==> src/rtl/imem_loader_if.sv <==
// imem_loader_if -- byte-stream handshake between a byte source (UART RX,
// bench) and the instruction-memory loader.
//   byte_valid : source has a byte on byte_data
//   byte_data  : stream byte
//   byte_ready : loader can accept a byte this cycle
// A byte moves on a rising edge where byte_valid and byte_ready are both 1.
// master = byte source, slave = loader.
interface imem_loader_if;
  logic       byte_valid;
  logic [7:0] byte_data;
  logic       byte_ready;

  modport master (output byte_valid, output byte_data, input byte_ready);
  modport slave  (input byte_valid, input byte_data, output byte_ready);
endinterface

==> src/rtl/imem_loader.sv <==
// imem_loader -- boot-time writer for instruction memory.
// Consumes a byte stream: a 2-byte big-endian word count N, then N words of
// 4 bytes each (MSB first). It writes each word to byte address index*4,
// starting at 0. cpu_hold stays high until the image is fully loaded.
//
// Ports:
//   clk      : single clock, rising edge
//   rst      : asynchronous active-low reset
//   bs       : byte-stream handshake (imem_loader_if.slave)
//   wr_en    : one-cycle write strobe per word
//   wr_addr  : word-aligned byte address of the write
//   wr_data  : assembled word
//   cpu_hold : 1 = keep the CPU in reset
//   done     : load completed successfully (sticky)
//   error    : load aborted (sticky)
//
// Optional feature macro: IMEM_LOADER_CHECKSUM_EN. When it is defined, one
// trailing byte follows the payload. That byte must equal the XOR of all
// payload bytes (0x00 when N=0).
module imem_loader #(
  parameter int MAX_WORDS = 256
) (
  input  logic                clk,
  input  logic                rst,
  imem_loader_if.slave        bs,
  output logic                wr_en,
  output logic [31:0]         wr_addr,
  output logic [31:0]         wr_data,
  output logic                cpu_hold,
  output logic                done,
  output logic                error
);

`ifdef IMEM_LOADER_CHECKSUM_EN
  typedef enum logic [2:0] {
    S_LEN_HI, S_LEN_LO, S_DATA, S_WRITE, S_CSUM, S_DONE, S_ERR
  } state_t;
`else
  typedef enum logic [2:0] {
    S_LEN_HI, S_LEN_LO, S_DATA, S_WRITE, S_DONE, S_ERR
  } state_t;
`endif

  state_t      state_q, state_d;
  logic        armed_q;
  logic [15:0] len_q, len_d;
  logic [15:0] idx_q, idx_d;
  logic [1:0]  bcnt_q, bcnt_d;
  logic [31:0] wr_addr_q, wr_addr_d;
  logic [31:0] wr_data_q, wr_data_d;
  logic        cpu_hold_q, cpu_hold_d;
  logic        done_q, done_d;
  logic        error_q, error_d;
`ifdef IMEM_LOADER_CHECKSUM_EN
  logic [7:0]  csum_q, csum_d;
`endif

  logic        ready;
  logic        xfer;
  logic [15:0] n_full;
  logic [15:0] idx_inc;

  assign ready   = armed_q && (state_q == S_LEN_HI || state_q == S_LEN_LO ||
`ifdef IMEM_LOADER_CHECKSUM_EN
                               state_q == S_CSUM ||
`endif
                               state_q == S_DATA);
  assign xfer    = bs.byte_valid && ready;
  assign n_full  = {len_q[15:8], bs.byte_data};
  assign idx_inc = idx_q + 16'd1;

  assign bs.byte_ready = ready;
  assign wr_en         = (state_q == S_WRITE);
  assign wr_addr       = wr_addr_q;
  assign wr_data       = wr_data_q;
  assign cpu_hold      = cpu_hold_q;
  assign done          = done_q;
  assign error         = error_q;

  always_comb begin
    state_d    = state_q;
    len_d      = len_q;
    idx_d      = idx_q;
    bcnt_d     = bcnt_q;
    wr_addr_d  = wr_addr_q;
    wr_data_d  = wr_data_q;
    cpu_hold_d = cpu_hold_q;
    done_d     = done_q;
    error_d    = error_q;
`ifdef IMEM_LOADER_CHECKSUM_EN
    csum_d     = csum_q;
`endif
    case (state_q)
      S_LEN_HI: begin
        if (xfer) begin
          len_d[15:8] = bs.byte_data;
          state_d     = S_LEN_LO;
        end
      end
      S_LEN_LO: begin
        if (xfer) begin
          len_d[7:0] = bs.byte_data;
          if (n_full == 16'd0) begin
`ifdef IMEM_LOADER_CHECKSUM_EN
            state_d    = S_CSUM;
`else
            state_d    = S_DONE;
            done_d     = 1'b1;
            cpu_hold_d = 1'b0;
`endif
          end else if ({16'd0, n_full} > $unsigned(MAX_WORDS)) begin
            state_d = S_ERR;
            error_d = 1'b1;
          end else begin
            state_d = S_DATA;
          end
        end
      end
      S_DATA: begin
        if (xfer) begin
          wr_data_d = {wr_data_q[23:0], bs.byte_data};
`ifdef IMEM_LOADER_CHECKSUM_EN
          csum_d    = csum_q ^ bs.byte_data;
`endif
          if (bcnt_q == 2'd3) begin
            // Latch the address now so it stays stable through and after WRITE.
            wr_addr_d = {14'd0, idx_q, 2'b00};
            state_d   = S_WRITE;
          end else begin
            bcnt_d = bcnt_q + 2'd1;
          end
        end
      end
      S_WRITE: begin
        idx_d  = idx_inc;
        bcnt_d = 2'd0;
        if (idx_inc == len_q) begin
`ifdef IMEM_LOADER_CHECKSUM_EN
          state_d    = S_CSUM;
`else
          state_d    = S_DONE;
          done_d     = 1'b1;
          cpu_hold_d = 1'b0;
`endif
        end else begin
          state_d = S_DATA;
        end
      end
`ifdef IMEM_LOADER_CHECKSUM_EN
      S_CSUM: begin
        if (xfer) begin
          if (bs.byte_data == csum_q) begin
            state_d    = S_DONE;
            done_d     = 1'b1;
            cpu_hold_d = 1'b0;
          end else begin
            state_d = S_ERR;
            error_d = 1'b1;
          end
        end
      end
`endif
      S_DONE:  state_d = S_DONE;
      S_ERR:   state_d = S_ERR;
      default: state_d = S_ERR;
    endcase
  end

  always_ff @(posedge clk or negedge rst) begin
    if (!rst) begin
      state_q    <= S_LEN_HI;
      armed_q    <= 1'b0;
      len_q      <= 16'd0;
      idx_q      <= 16'd0;
      bcnt_q     <= 2'd0;
      wr_addr_q  <= 32'd0;
      wr_data_q  <= 32'd0;
      cpu_hold_q <= 1'b1;
      done_q     <= 1'b0;
      error_q    <= 1'b0;
`ifdef IMEM_LOADER_CHECKSUM_EN
      csum_q     <= 8'd0;
`endif
    end else begin
      state_q    <= state_d;
      armed_q    <= 1'b1;
      len_q      <= len_d;
      idx_q      <= idx_d;
      bcnt_q     <= bcnt_d;
      wr_addr_q  <= wr_addr_d;
      wr_data_q  <= wr_data_d;
      cpu_hold_q <= cpu_hold_d;
      done_q     <= done_d;
      error_q    <= error_d;
`ifdef IMEM_LOADER_CHECKSUM_EN
      csum_q     <= csum_d;
`endif
    end
  end

endmodule

==> src/flat_wrapper.sv <==
// flat-port wrapper written by rule: the top's interface ports become plain ports
module imem_loader_flat 
#(
  parameter int MAX_WORDS = 256
)
  (clk, rst, wr_en, wr_addr, wr_data, cpu_hold, done, error, bs_byte_valid, bs_byte_data, bs_byte_ready);
  imem_loader_if bs_i ();
  input  logic clk;
  input  logic rst;
  output logic wr_en;
  output logic [31:0] wr_addr;
  output logic [31:0] wr_data;
  output logic cpu_hold;
  output logic done;
  output logic error;
  input wire logic [$bits(bs_i.byte_valid)-1:0] bs_byte_valid;
  input wire logic [$bits(bs_i.byte_data)-1:0] bs_byte_data;
  output wire logic [$bits(bs_i.byte_ready)-1:0] bs_byte_ready;
  assign bs_i.byte_valid = bs_byte_valid;
  assign bs_i.byte_data = bs_byte_data;
  assign bs_byte_ready = bs_i.byte_ready;
  imem_loader #(.MAX_WORDS(MAX_WORDS)) u_core (.clk(clk), .rst(rst), .bs(bs_i), .wr_en(wr_en), .wr_addr(wr_addr), .wr_data(wr_data), .cpu_hold(cpu_hold), .done(done), .error(error));
endmodule
==> config.mk <==
export PLATFORM = sky130hd
export DESIGN_NAME = imem_loader_flat
export DESIGN_NICKNAME = d
export VERILOG_FILES = /design/src/rtl/imem_loader_if.sv /design/src/rtl/imem_loader.sv /design/src/flat_wrapper.sv
export SDC_FILE = /design/constraint.sdc
export NUM_CORES = 1
export LEC_CHECK = 0
export ABC_AREA = 0
export ABC_CLOCK_PERIOD_IN_PS = 5500
export CORE_MARGIN = 3
export CORE_UTILIZATION = 45
export CTS_CLUSTER_SIZE = 28
export DETAILED_ROUTE_END_ITERATION = 12
export GPL_ROUTABILITY_DRIVEN = 0
export PLACE_DENSITY_LB_ADDON = 0.25
export SLEW_MARGIN = 40
export SYNTH_ARGS = -nofsm -noshare
export SYNTH_HDL_FRONTEND = slang
export SYNTH_SLANG_ARGS = --single-unit
==> constraint.sdc <==
create_clock -name clk -period 5.5 [get_ports clk]
set_input_delay 1.1 -clock clk [delete_from_list [all_inputs] [get_ports clk]]
set_output_delay 1.1 -clock clk [all_outputs]
set_load 0.1 [all_outputs]
# Word-level counts from Yosys, hierarchy flattened
# Index checks and enable logic that the tools add are counted.
# word_totals
regBits	89
output_inout_bits	69
wordCells	63
# op_classes
addsub	2
order_cmp	1
n_eq_ne	13
muxes	19
bitwise_logic	1
reduce_logical	16
# ops
cell	n
2-to-1 mux 3 bit	7
adder 16 x 1 -> 16 bit (second input constant)	1
equality test 16 bit	1
greater-than comparator 16 x 9 -> 1 bit (second input constant)	1
logical NOT 16 bit	1
one-hot mux 3 bit (5 select lines)	1
AND reduction 4 bit	3
!= test 2 x 1 -> 1 bit (second input constant)	4
equality test 3 x 2 -> 1 bit (second input constant)	2
2-to-1 mux 1 bit	6
!= test 2 bit (second input constant)	3
AND reduction 2 bit	3
AND reduction 3 bit	2
2-to-1 mux 2 bit	2
one-hot mux 1 bit (2 select lines)	2
one-hot mux 2 bit (2 select lines)	1
nonzero test 2 bit	2
equality test 3 x 1 -> 1 bit (second input constant)	1
equality test 3 bit (second input constant)	1
logical NOT 3 bit	1
adder 2 x 1 -> 2 bit (second input constant)	1
equality test 2 bit (second input constant)	1
logical AND 1 bit	2
logical OR 1 bit	2
inverter 1 bit	1

# Logic depth before layout (Yosys ltp)
# depth
word_depth	7
ltp_mapped	8
ltp_nobuf	7

# Worst setup path before layout
# OpenSTA, ideal clock, no wires.
# synth_timing
path_type	register -> output
from	register u_core.state_q[1]
to	output wr_en
arrival_ns	1.578
required_ns	4.400
slack_ns	2.822
path_stages_with_launch	6
path_buffers	2
cell_sequence	dfrtp_1 -> buf_2 -> nand2_1 -> or2_2 -> buf_2 -> inv_1
# synth_between
elab_chain_len	1
# synth_rtl
item	line_no	rtl
from (decl)	imem_loader.sv:44	state_t state_q, state_d;
from (signal assigned)	imem_loader.sv:185	state_q <= state_d;
equality test 3 x 2 -> 1 bit	imem_loader.sv:73	assign wr_en = (state_q == S_WRITE);
to (decl)	flat_wrapper.sv:10	output logic wr_en;
# Every way passes these cells.

# Final worst setup path
# Ends and elaborated chain as after synthesis.

==> out/metrics.cfg <==
[logic_synthesis]
synthSimpleGateAreaFrac=0.123
yosysMostFrequentCell=dfrtp_1
yosys.area_share.xor_xnor=0.0715
yosysUniqueCellTypes=50
synth_compound_area_frac=0.0528
synth_top_area_cell=dfrtp_1
ys.warnings.count=0
yosys_register_bits=89
synth_top_family_by_area=multiplexers
synth_area_per_cell_um2=12.3
synth_edf_count=0
synth_top_area_share=0.514
muxShareOfSynthArea=0.163
ys.flop_type=dfrtp_1
synthAdderAreaFrac=0.00584
synthArstFlopShare=1.00
synth-seq-area-share=0.520
synth_area_um2=4290
synth_area_leaders=dfrtp_1 51%, mux2_2 16%, xnor2_1 4.9%
synth_cells=350
synth.top_cells.by_count=88 x dfrtp_1, 61 x mux2_2, 24 x nand2_1, 24 x xnor2_1, 16 x buf_4

[cells_and_area]
area_growth_pct=13.1
fill_cells=793
drive_gt1_frac=0.350
nNetsFinal=422
diodes=0

[timing]
fin_crit_sh=0.556
layout_setup_ws_ns=2.44
setup_violations=0
tightest_slew_ns=0.808
period_needed_ns=3.06
fin_setup_tns_ns=0
finalHoldViolCount=0
max_freq_mhz=327
slew_headroom=0.460
rsz0062_at_grt=no
slew_violations=0
fin_skew_ns=0.0118

[clocking]
htree_levels=3
tritoncts=done
worst_skew_pair.late_latency_ns=0.37
max-clock-path-buffers=2
postCtsSetupBuffers=0
cts.clk_slew.worst_paths_ns=0.10
cts_made_buffers=9
root_buffer=clkbuf_8
post_cts_resized=0
cts.sinks=89
postCtsHoldBufs=0

[min_path]
hold_path.startpoint=u_core.error$_DFFE_PN0P_
holdPathStages=1
min_to=u_core.error$_DFFE_PN0P_
min_path_type=reg2reg

[global_routing]
first_global_vias=2924
grt-ovfl-total=0
grt_pass1_wl_mm=14.5
grt_usage=0.165
grt_max_degree=58
antenna_found_initial=0

[routing]
ant_nets=0
num_vias=2801
wl_per_cell_um=15.5
viasPerCell=5.19
routed_wirelength_mm=8.39
dr.pass1.iters=4
drc_errors=0
drt_iter0_markers=61

[die]
core_um2=8980
initial_core_util=0.478
die_w_um=104
die-area_um2=10700
rows=34
die_h_um=104
io_pins=80

[pwr]
power_leakage_nw=2.51
p_total_mw=1.20
vdd_drop_max_uv=140
p_per_area_nw_per_um2=248

[place]
hpwl_mm=6.13
dp_slack_ns=2.34
port_buffers=63

[worst_setup_path]
required_ns=4.40
crit-reg2reg-launch=u_core.idx_q[0]$_DFFE_PN0P_
crit_chain=nand2_1 -> or2_2 -> inv_1 -> buf_2
critical_path_arrival_ns=1.96
cpPeakStageDelay_ns=0.48
rrSetupSlack_ns=3.19
r2r_end=u_core.cpu_hold$_DFFE_PN1P_
r2r_cells=7
end_kind=output port
crit_buf_inv=2
cp_top_family=buffers and inverters
cp_max_fo=10
crit_path_top_delay_cell=dfrtp_1
critPathKind=reg2out
critPathLaunchType=flip-flop

[flow_run]
drv_cap=0

[status]
outcome=finished clean

==> cell usage in the layout, fill, tap and decap left out, types with 4 or more instances in the layout <==
cell and n:
nand3_1 11, clkdlybuf4s50_1 9, clkbuf_8 9, buf_2 53
dfrtp_1 88, o21ai_0 10, mux2_2 61, xor2_1 11
inv_1 7, nor2_1 12, xnor2_1 24, nand4_1 5
nor4_1 7, nand2_1 24, conb_1 17, nor3_1 6
a31oi_1 4
==> final cells by class <==
cell class	count	area (um^2)	area share
tap	126	158	0.0325
inverter	7	26.3	0.00542
sequential	89	2230	0.459
clock inverter	7	85.1	0.0175
timing repair buffer	65	378	0.0779
clock buffer	9	124	0.0255
multi-input combinational	237	1850	0.382
==> cells by family (layout without fill, tap and decap cells) <==
| family | Yosys count | after routing |
|---|---|---|
| compound gates | 30 | 30 |
| xor+xnor | 35 | 35 |
| fa+ha+maj | 2 | 2 |
| buf+inv | 39 | 88 |
| flops | 89 | 89 |
| mux | 62 | 62 |
| other cells | 2 | 17 |
| simple gates | 91 | 91 |
==> per-layer routing <==
| metal | share of wire | vias up | GRT usage |
|---|---|---|---|
| met5 | 0 | - | 0 |
| met4 | 0.017 | 0 | 0.0693 |
| met3 | 0.052 | 14 | 0.0373 |
| met2 | 0.47 | 75 | 0.261 |
| met1 | 0.46 | 1373 | 0.220 |
| li1 | - | 1339 | - |
==> stage by stage <==
step | area [um^2] | utilization | hold slack (ns) | cells
after floorplan | 4340 | - | 0.477 | 365
after global placement | 4900 | 0.546 | 0.452 | 524
after detailed placement | 4640 | 0.516 | 0.450 | 524
after CTS | 4840 | 0.540 | 0.476 | 540
after global routing | 4850 | 0.540 | 0.490 | 540
final | 4850 | 0.540 | 0.468 | 540
==> sequential cells by signal (all words and copies together), names as in the netlist <==
| name | cells |
|---|---|
| u_core.wr_data | 32 |
| u_core.idx_q | 16 |
| u_core.len_q | 16 |
| u_core.wr_addr | 16 |
| u_core.state_q | 3 |
| u_core.bcnt_q | 2 |
| u_core.armed_q | 1 |
| u_core.cpu_hold | 1 |
| u_core.done | 1 |
| u_core.error | 1 |
==> power by group <==
group          switching (mW)  internal [mW]
Sequential           0.000384          0.654
Combinational          0.0656        0.00750
Clock                   0.255          0.219
Total                   0.321          0.881
==> worst max-delay path by stage <==
| stage | start | endpoint | slack, ns | depth (start not counted) |
|---|---|---|---|---|
| finish | u_core.state_q[1]$_DFFE_PN0P_ | wr_en | 2.44 | 4 |
| CTS | u_core.state_q[1]$_DFFE_PN0P_ | wr_en | 2.45 | 4 |
| global placement | u_core.state_q[1]$_DFFE_PN0P_ | wr_en | 2.21 | 4 |
| detailed placement | bs_byte_valid | u_core.len_q[1]$_DFFE_PN0P_ | 2.34 | 6 |
| floorplan | u_core.state_q[1]$_DFFE_PN0P_ | wr_en | 2.82 | 5 |
| global route | u_core.state_q[1]$_DFFE_PN0P_ | wr_en | 2.35 | 4 |
No activity file was read; power rests on OpenSTA's default activity.
